## src/rtl/traffic_sense_timer.sv

```systemverilog
// Input conditioning and interval timing ahead of the traffic next-state controller:
// synchronizes/debounces the car sensor and runs a prescaled, clearable interval timer.
module traffic_sense_timer #(
    parameter int PRESCALE      = 4,
    parameter int TICK_W        = 8,
    parameter int YELLOW_TICKS  = 3,
    parameter int COUNTRY_TICKS = 10,
    parameter int DEBOUNCE      = 4
) (
    input  logic              clock,
    input  logic              reset,
    input  logic              t_reset,
    input  logic              car_raw,
    output logic              car_sync,
    output logic              time_yellow,
    output logic              time_country,
    output logic              tick,
    output logic [TICK_W-1:0] elapsed
);

    localparam int PW = (PRESCALE > 1) ? $clog2(PRESCALE) : 1;
    localparam int DW = $clog2(DEBOUNCE + 1);

    localparam logic [PW-1:0]     PRESC_LAST    = PW'(PRESCALE - 1);
    localparam logic [DW-1:0]     DEB_LAST      = DW'(DEBOUNCE - 1);
    localparam logic [TICK_W-1:0] YELLOW_LIMIT  = TICK_W'(YELLOW_TICKS);
    localparam logic [TICK_W-1:0] COUNTRY_LIMIT = TICK_W'(COUNTRY_TICKS);

    logic [PW-1:0]     presc;
    logic              wrap;
    logic [TICK_W-1:0] elapsed_next;

    assign wrap = (presc == PRESC_LAST);

    // Flags are derived from the value elapsed is about to take so they rise on the same edge.
    always_comb begin
        elapsed_next = elapsed;
        if (wrap && (elapsed != {TICK_W{1'b1}})) begin
            elapsed_next = elapsed + TICK_W'(1);
        end
    end

    always_ff @(posedge clock or posedge reset) begin
        if (reset) begin
            presc        <= '0;
            tick         <= 1'b0;
            elapsed      <= '0;
            time_yellow  <= 1'b0;
            time_country <= 1'b0;
        end else if (t_reset) begin
            presc        <= '0;
            tick         <= 1'b0;
            elapsed      <= '0;
            time_yellow  <= 1'b0;
            time_country <= 1'b0;
        end else begin
            presc        <= wrap ? '0 : presc + PW'(1);
            tick         <= wrap;
            elapsed      <= elapsed_next;
            time_yellow  <= (elapsed_next >= YELLOW_LIMIT);
            time_country <= (elapsed_next >= COUNTRY_LIMIT);
        end
    end

    logic          car_s1;
    logic          car_s2;
    logic [DW-1:0] deb_cnt;

    // Car path ignores t_reset; only the global reset touches it.
    always_ff @(posedge clock or posedge reset) begin
        if (reset) begin
            car_s1   <= 1'b0;
            car_s2   <= 1'b0;
            deb_cnt  <= '0;
            car_sync <= 1'b0;
        end else begin
            car_s1 <= car_raw;
            car_s2 <= car_s1;
            if (car_s2 == car_sync) begin
                deb_cnt <= '0;
            end else if (deb_cnt == DEB_LAST) begin
                deb_cnt  <= '0;
                car_sync <= car_s2;
            end else begin
                deb_cnt <= deb_cnt + DW'(1);
            end
        end
    end

endmodule

```

## config.mk

```make
export PLATFORM = sky130hd
export DESIGN_NAME = traffic_sense_timer
export DESIGN_NICKNAME = d
export VERILOG_FILES = /design/src/rtl/traffic_sense_timer.sv
export SDC_FILE = /design/constraint.sdc
export NUM_CORES = 1
export LEC_CHECK = 0
export CAP_MARGIN = 10
export CORE_ASPECT_RATIO = 0.7
export CORE_UTILIZATION = 48
export DETAILED_ROUTE_END_ITERATION = 8
export PLACE_DENSITY = 0.81
export SETUP_SLACK_MARGIN = 0.3
export SLEW_MARGIN = 30
export SYNTH_ARGS = -nofsm -noshare
export SYNTH_HDL_FRONTEND = slang
export SYNTH_SLANG_ARGS = --single-unit
```

## constraint.sdc

```tcl
create_clock -name clock -period 2.8 [get_ports clock]
set_clock_uncertainty 0.2 [all_clocks]
set_input_delay 0.28 -clock clock [delete_from_list [all_inputs] [get_ports clock]]
set_output_delay 0.28 -clock clock [all_outputs]
set_load 0.01 [all_outputs]
```

==> flow_summary.yaml, run 1 <==
outcome:
  outcome: "finished, final reports clean"
route:
  wl_per_cell_microns: 14.2
  drc: 0
  ant_nets: 0
  dr_total_vias: 681
  routed_wl_microns: 1750
  via_per_inst: 5.54
  drt_iter0_markers: 13
  dr.pass1.iters: 4
timing:
  setup_violations: 0
  slew_headroom: 0.533
  hold_viol: 0
  max_freq_ghz: 0.511
  worstMarginPinSlew_ns: 0.699
  min_period_over_period: 0.699
  timing.final.crit_period_ns: 1.96
  drv_slew: 0
  rsz0062_at_grt: "false"
  tns_ns: 0
  setup_slack_ns: 0.842
grt:
  grt_usage: 0.215
  antenna_found_initial: 0
  grt_overflow: 0
  grt_max_degree: 20
  grt_pass1_wl_microns: 3030
  grt_pass1_vias: 654
min_path:
  hold_class: "in2async"
clock_network:
  cts_tree: "yes"
  h-tree-depth: 1
  clockBufferDepth: 2
  numCtsBuffers: 3
  clkLatencyLatePin_ns: 0.29
  clockRootBuffer: "clkbuf_4"
  cts_setup_buffers: 0
  cts_resized: 0
  path_clk_slew_ns: 0.10
  clock-sinks: 19
  ctsHoldBuffers: 0
finish:
  syn2layout_area_growth_pct: 19.4
  drive_gt1_frac: 0.108
  seqCellArea_sq_um: 475
  antenna_cells: 0
  finalNetCount: 110
  multi_input_comb_area_sq_um: 435
  n_fill_cell: 139
placement:
  pre_cts_ws_ns: 0.916
  gp_congestion: 0.827
  hpwl_microns: 1280
  port_buffers: 15
yosys:
  yosys-top-cells-area: "dfrtp_1 (51%), nor2_1 (4.4%), ha_1 (4.0%)"
  async_flop_share: 1.00
  yosys-top-cells-count: "dfrtp_1 (19), nor2_1 (11), nand2_1 (7), nand3_1 (5), nor2b_1 (4)"
  synth_ff_type: "dfrtp_1"
  syn_avg_cell_area_sq_um: 10.9
  synth_edf_count: 0
  yosys.area.top_type: "dfrtp_1"
  yosys_warnings: 0
  mappedNetlistArea_sq_um: 936
  syn-num-nets: 93
  yosysTopAreaCellShare: 0.508
  synthDistinctLibCells: 34
  ys_seq_elements: 19
  yosysSeqAreaShare: 0.508
  syn_inst: 86
  synth_most_common_cell: "dfrtp_1"
pwr:
  max-vdd-ir-drop_uv: 459
  p_leak_nw: 0.482
  power.density_nw_per_um2: 488
setup_path:
  cp_data_arrival_time_ns: 1.92
  required_ns: 2.77
  crit_path_max_fanout: 6
  crit_path_end_kind: "flop"
  start_kind: "flop"
  critPathKind: "reg2reg"
floorplan:
  fp.dieH_microns: 38.9
  num_io_pins: 16
  start_util: 0.552
  core_area_sq_um: 1700
  fp-row-count: 12
  die_w_microns: 54.8
  die_area_sq_um: 2130
flow_run:
  max_cap_violations: 0
-- worst paths after layout --
check | from | end | slack (ns) | depth (start not counted)
worst max-delay path | elapsed[0]$_DFF_PP0_ | time_yellow$_DFF_PP0_ | 0.84 | 6
worst min-delay path | reset | elapsed[3]$_DFF_PP0_ | 0.18 | 2
worst max register to register | elapsed[0]$_DFF_PP0_ | time_yellow$_DFF_PP0_ | 0.84 | 6
worst min register to register | car_s1$_DFF_PP0_ | car_s2$_DFF_PP0_ | 0.19 | 0
max in group asynchronous | reset | elapsed[2]$_DFF_PP0_ | 1.78 | 2
min in group clock | car_s1$_DFF_PP0_ | car_s2$_DFF_PP0_ | 0.19 | 0
-- per-layer routing --
| layer | track usage | part of all wire | vias up |
|---|---|---|---|
| met3 | 0.0863 | 0.053 | 2 |
| met2 | 0.331 | 0.45 | 16 |
| met1 | 0.277 | 0.49 | 323 |
| met4 | 0.0577 | 0.0080 | 0 |
| li1 | - | - | 340 |
| met5 | 0 | 0 | - |
-- cell type report --
type                    count  area share
clock buffers               4      0.0235
inverters                   1     0.00336
multi-input cells          63       0.390
flip-flops and latches     19       0.426
well taps                  21      0.0235
repair buffers             15       0.134
-- critical path, stage by stage, from the launching register on --
cell	delay [ns]
dfrtp_1	0.46
ha_1	0.36
nand2_1	0.07
nor2_1	0.04
a311o_1	0.33
a21boi_1	0.22
a41oi_2	0.14
-- state kept, by name, summed over array words and instances, names as in the netlist --
name	cells
elapsed	8
deb_cnt	3
presc	2
car_s1	1
car_s2	1
car_sync	1
tick	1
time_country	1
time_yellow	1
-- kinds of logic (layout without fill, tap and decap cells) --
family	Yosys count	after routing	share of synthesized area
adder cells (fa/ha/maj)	3	3	0.0401
multiplexers	6	6	0.0749
flip-flops	19	19	0.508
XOR/XNOR	3	3	0.0281
buffers and inverters	4	20	0.0267
AO/OA/AOI/OAI	11	11	0.0976
AND/OR/NAND/NOR	40	40	0.225
-- power by group --
| part | switching [mW] | internal (mW) |
|---|---|---|
| sequential | 0.0161 | 0.300 |
| combinational | 0.0435 | 0.0498 |
| clock | 0.0810 | 0.0555 |
| total | 0.141 | 0.405 |
-- through the flow --
step	cells	area [sq um]	hold slack, ns	utilization	power [mW]
floorplan	86	936	0.0311	-	0.377
global placement	119	1090	0.133	0.643	0.407
detailed placement	119	1090	0.166	0.643	0.417
CTS	123	1120	0.190	0.659	0.553
global route	123	1120	0.202	0.659	0.586
finish	123	1120	0.184	0.659	0.545
-- layout by cell type, fill, tap and decap left out, types with 2 or more instances in the layout --
| master | instances |
|---|---|
| dfrtp_1 | 19 |
| nor3b_1 | 2 |
| nand3_1 | 5 |
| ha_1 | 3 |
| nor2_1 | 11 |
| nand2b_1 | 2 |
| nand2_1 | 7 |
| xor2_1 | 2 |
| clkdlybuf4s50_1 | 15 |
| o21ai_0 | 2 |
| nor3_1 | 2 |
| nor2b_1 | 4 |
| clkbuf_4 | 3 |
| mux2i_1 | 3 |
| nand4_1 | 2 |
(Power assumes the default switching activity.)
==> run 2: changes to the inputs <==
Clock period 2.8 ns to 1.9 ns, I/O delays scaled along.
==> flow_summary.yaml, run 2 (synthesis results as in run 1) <==
setup_path:
  start_kind: "flop"
  critPathLaunch: "elapsed[0]$_DFF_PP0_"
  max_stage_delay_ns: 0.46
  reg2reg_depth: 6
  r2r-end: "time_yellow$_DFF_PP0_"
  crit_path_top_delay_cell: "dfrtp_2"
  worstReg2RegStart: "elapsed[0]$_DFF_PP0_"
  crit_path_max_fanout: 4
  required_ns: 1.87
  crit_path_end_kind: "flop"
  path_cells: "ha_4, nand2_1, nor2_1, a311o_1, a21boi_2, a41oi_2"
  reg2reg_slack_ns: 0.15
  critPathKind: "reg2reg"
  cp_data_arrival_time_ns: 1.72
  cp-endpoint: "time_yellow$_DFF_PP0_"
grt:
  grt_usage: 0.229
  grt_pass1_vias: 621
  grt_overflow: 0
  grt_max_degree: 20
  grt_pass1_wl_microns: 3190
  antenna_found_initial: 0
clock_network:
  ctsHoldBuffers: 0
  numCtsBuffers: 3
  clockRootBuffer: "clkbuf_4"
  clock-sinks: 19
  clkLatencyLatePin_ns: 0.30
  h-tree-depth: 1
  cts_tree: "yes"
  path_clk_slew_ns: 0.11
  clockBufferDepth: 2
timing:
  timing.final.crit_period_ns: 1.75
  setup_violations: 0
  hold_viol: 8
  max_freq_ghz: 0.571
  holdWs_ns: -0.00201
  worstMarginPinSlew_ns: 0.536
  min_period_over_period: 0.922
  drv_slew: 0
  rsz0062_at_grt: "true"
  tns_ns: 0
  slew_headroom: 0.642
pwr:
  power.density_nw_per_um2: 626
  p_leak_nw: 0.659
  switching_share: 0.281
  comb_power_share: 0.183
  max-vdd-ir-drop_uv: 656
  power_frac_clock: 0.253
  p_switching_uw: 234
  internal_power_uw: 600
  pwr-share-seq: 0.564
floorplan:
  fp.dieH_microns: 38.9
  core_area_sq_um: 1700
  num_io_pins: 16
  die_area_sq_um: 2130
  fp-row-count: 12
  start_util: 0.552
  die_w_microns: 54.8
finish:
  final_common_cell: "buf_4"
  largest_register: "elapsed"
  drive_gt1_frac: 0.385
  fin_area_sq_um: 1330
  antenna_cells: 0
  syn2layout_area_growth_pct: 42.4
  multi_input_comb_area_sq_um: 523
  seqCellArea_sq_um: 485
  final_cell_mix: "buf_4 (15), dfrtp_1 (11), nor2_1 (9)"
  largestRegisters: "elapsed: 8 flops, deb_cnt: 3 flops, presc: 2 flops"
  n_fill_cell: 109
  finalNetCount: 125
  largest_reg_flops: 8
placement:
  hpwl_microns: 1270
  gp_congestion: 0.838
  port_buffers: 15
  dpl_cell_area_sq_um: 1130
route:
  ant_nets: 0
  wl_per_cell_microns: 17.8
  routed_wl_microns: 2450
  dr.pass1.iters: 6
  via_per_inst: 5.84
  drt_iter0_markers: 34
  dr_total_vias: 806
  drc: 0
min_path:
  hold_class: "in2async"
outcome:
  outcome: "complete, but fails checks"
  failed_checks: "hold timing"
flow_run:
  max_cap_violations: 0
==> run 2: changes by cell type in the layout (fill, tap and decap cells not counted), sizes merged <==
cell           before  now
buf                 0   15
clkdlybuf4s50      15    4
dlygate4sd2         0    7
dlymetal6s2s        0    4
clkbuf              4    3
clkinvlp            0    1
==> run 2: power groups by stage <==
stage                     registers, mW  logic [mW]  clock network [mW]
after CTS                         0.470       0.141               0.216
after detailed placement          0.479       0.145                   0
after global routing              0.475       0.169               0.232
final                             0.470       0.153               0.211
after floorplan                   0.479      0.0846                   0
after global placement            0.474       0.138                   0
==> run 2: critical path, delay by kind of cell, from the launching register on <==
| kind | cells | cell delay (ns) |
|---|---|---|
| simple gates | 2 | 0.13 |
| fa+ha+maj | 1 | 0.27 |
| flops | 1 | 0.46 |
| compound gates | 3 | 0.56 |
==> run 2: area by class of cell <==
| cell class | instances | area share |
|---|---|---|
| sequential | 19 | 0.364 |
| inverter | 1 | 0.00282 |
| multi-input combinational | 63 | 0.392 |
| clock inverter | 1 | 0.00563 |
| timing repair buffer | 30 | 0.198 |
| clock buffer | 3 | 0.0169 |
| tap | 21 | 0.0197 |
==> run 2: what timing repair did <==
action,CTS,global route
pin swaps,6,2
resized for setup,19,7
setup buffers,12,2
endpoints found under the setup margin,14,12
==> run 2: how the worst min path moves through the flow <==
stage                     start                    to  slack, ns  depth (start not counted)
6_report                  reset      car_s1$_DFF_PP0_     -0.002                          3
5_1_grt                   reset  car_sync$_DFFE_PP0P_       0.02                          3
4_1_cts                   reset    presc[0]$_DFF_PP0_     0.0009                          3
3_5_place_dp   car_s1$_DFF_PP0_      car_s2$_DFF_PP0_       0.14                          0
3_3_place_gp   car_s1$_DFF_PP0_      car_s2$_DFF_PP0_       0.13                          0
2_1_floorplan             reset      car_s1$_DFF_PP0_      -0.06                          1
==> run 2: metal layers <==
| metal | vias to the layer above | GRT usage | share of wire | wire (microns) |
|---|---|---|---|---|
| li1 | 369 | - | - | - |
| met1 | 392 | 0.325 | 0.43 | 1060 |
| met2 | 39 | 0.337 | 0.48 | 1180 |
| met3 | 6 | 0.0824 | 0.070 | 173 |
| met4 | 0 | 0.0385 | 0.015 | 38 |
| met5 | - | 0 | 0 | 0 |
==> run 2: through the flow <==
stage                     setup slack, ns  std cells  power, mW  utilization  hold WS, ns
after floorplan                     0.263         86      0.564            -      -0.0590
after global placement              0.166        120      0.612        0.669        0.133
after detailed placement            0.156        120      0.624        0.669        0.136
after CTS                           0.182        136      0.827        0.758     0.000896
after global routing               0.0953        138      0.875        0.785       0.0217
final                               0.148        138      0.834        0.785     -0.00201
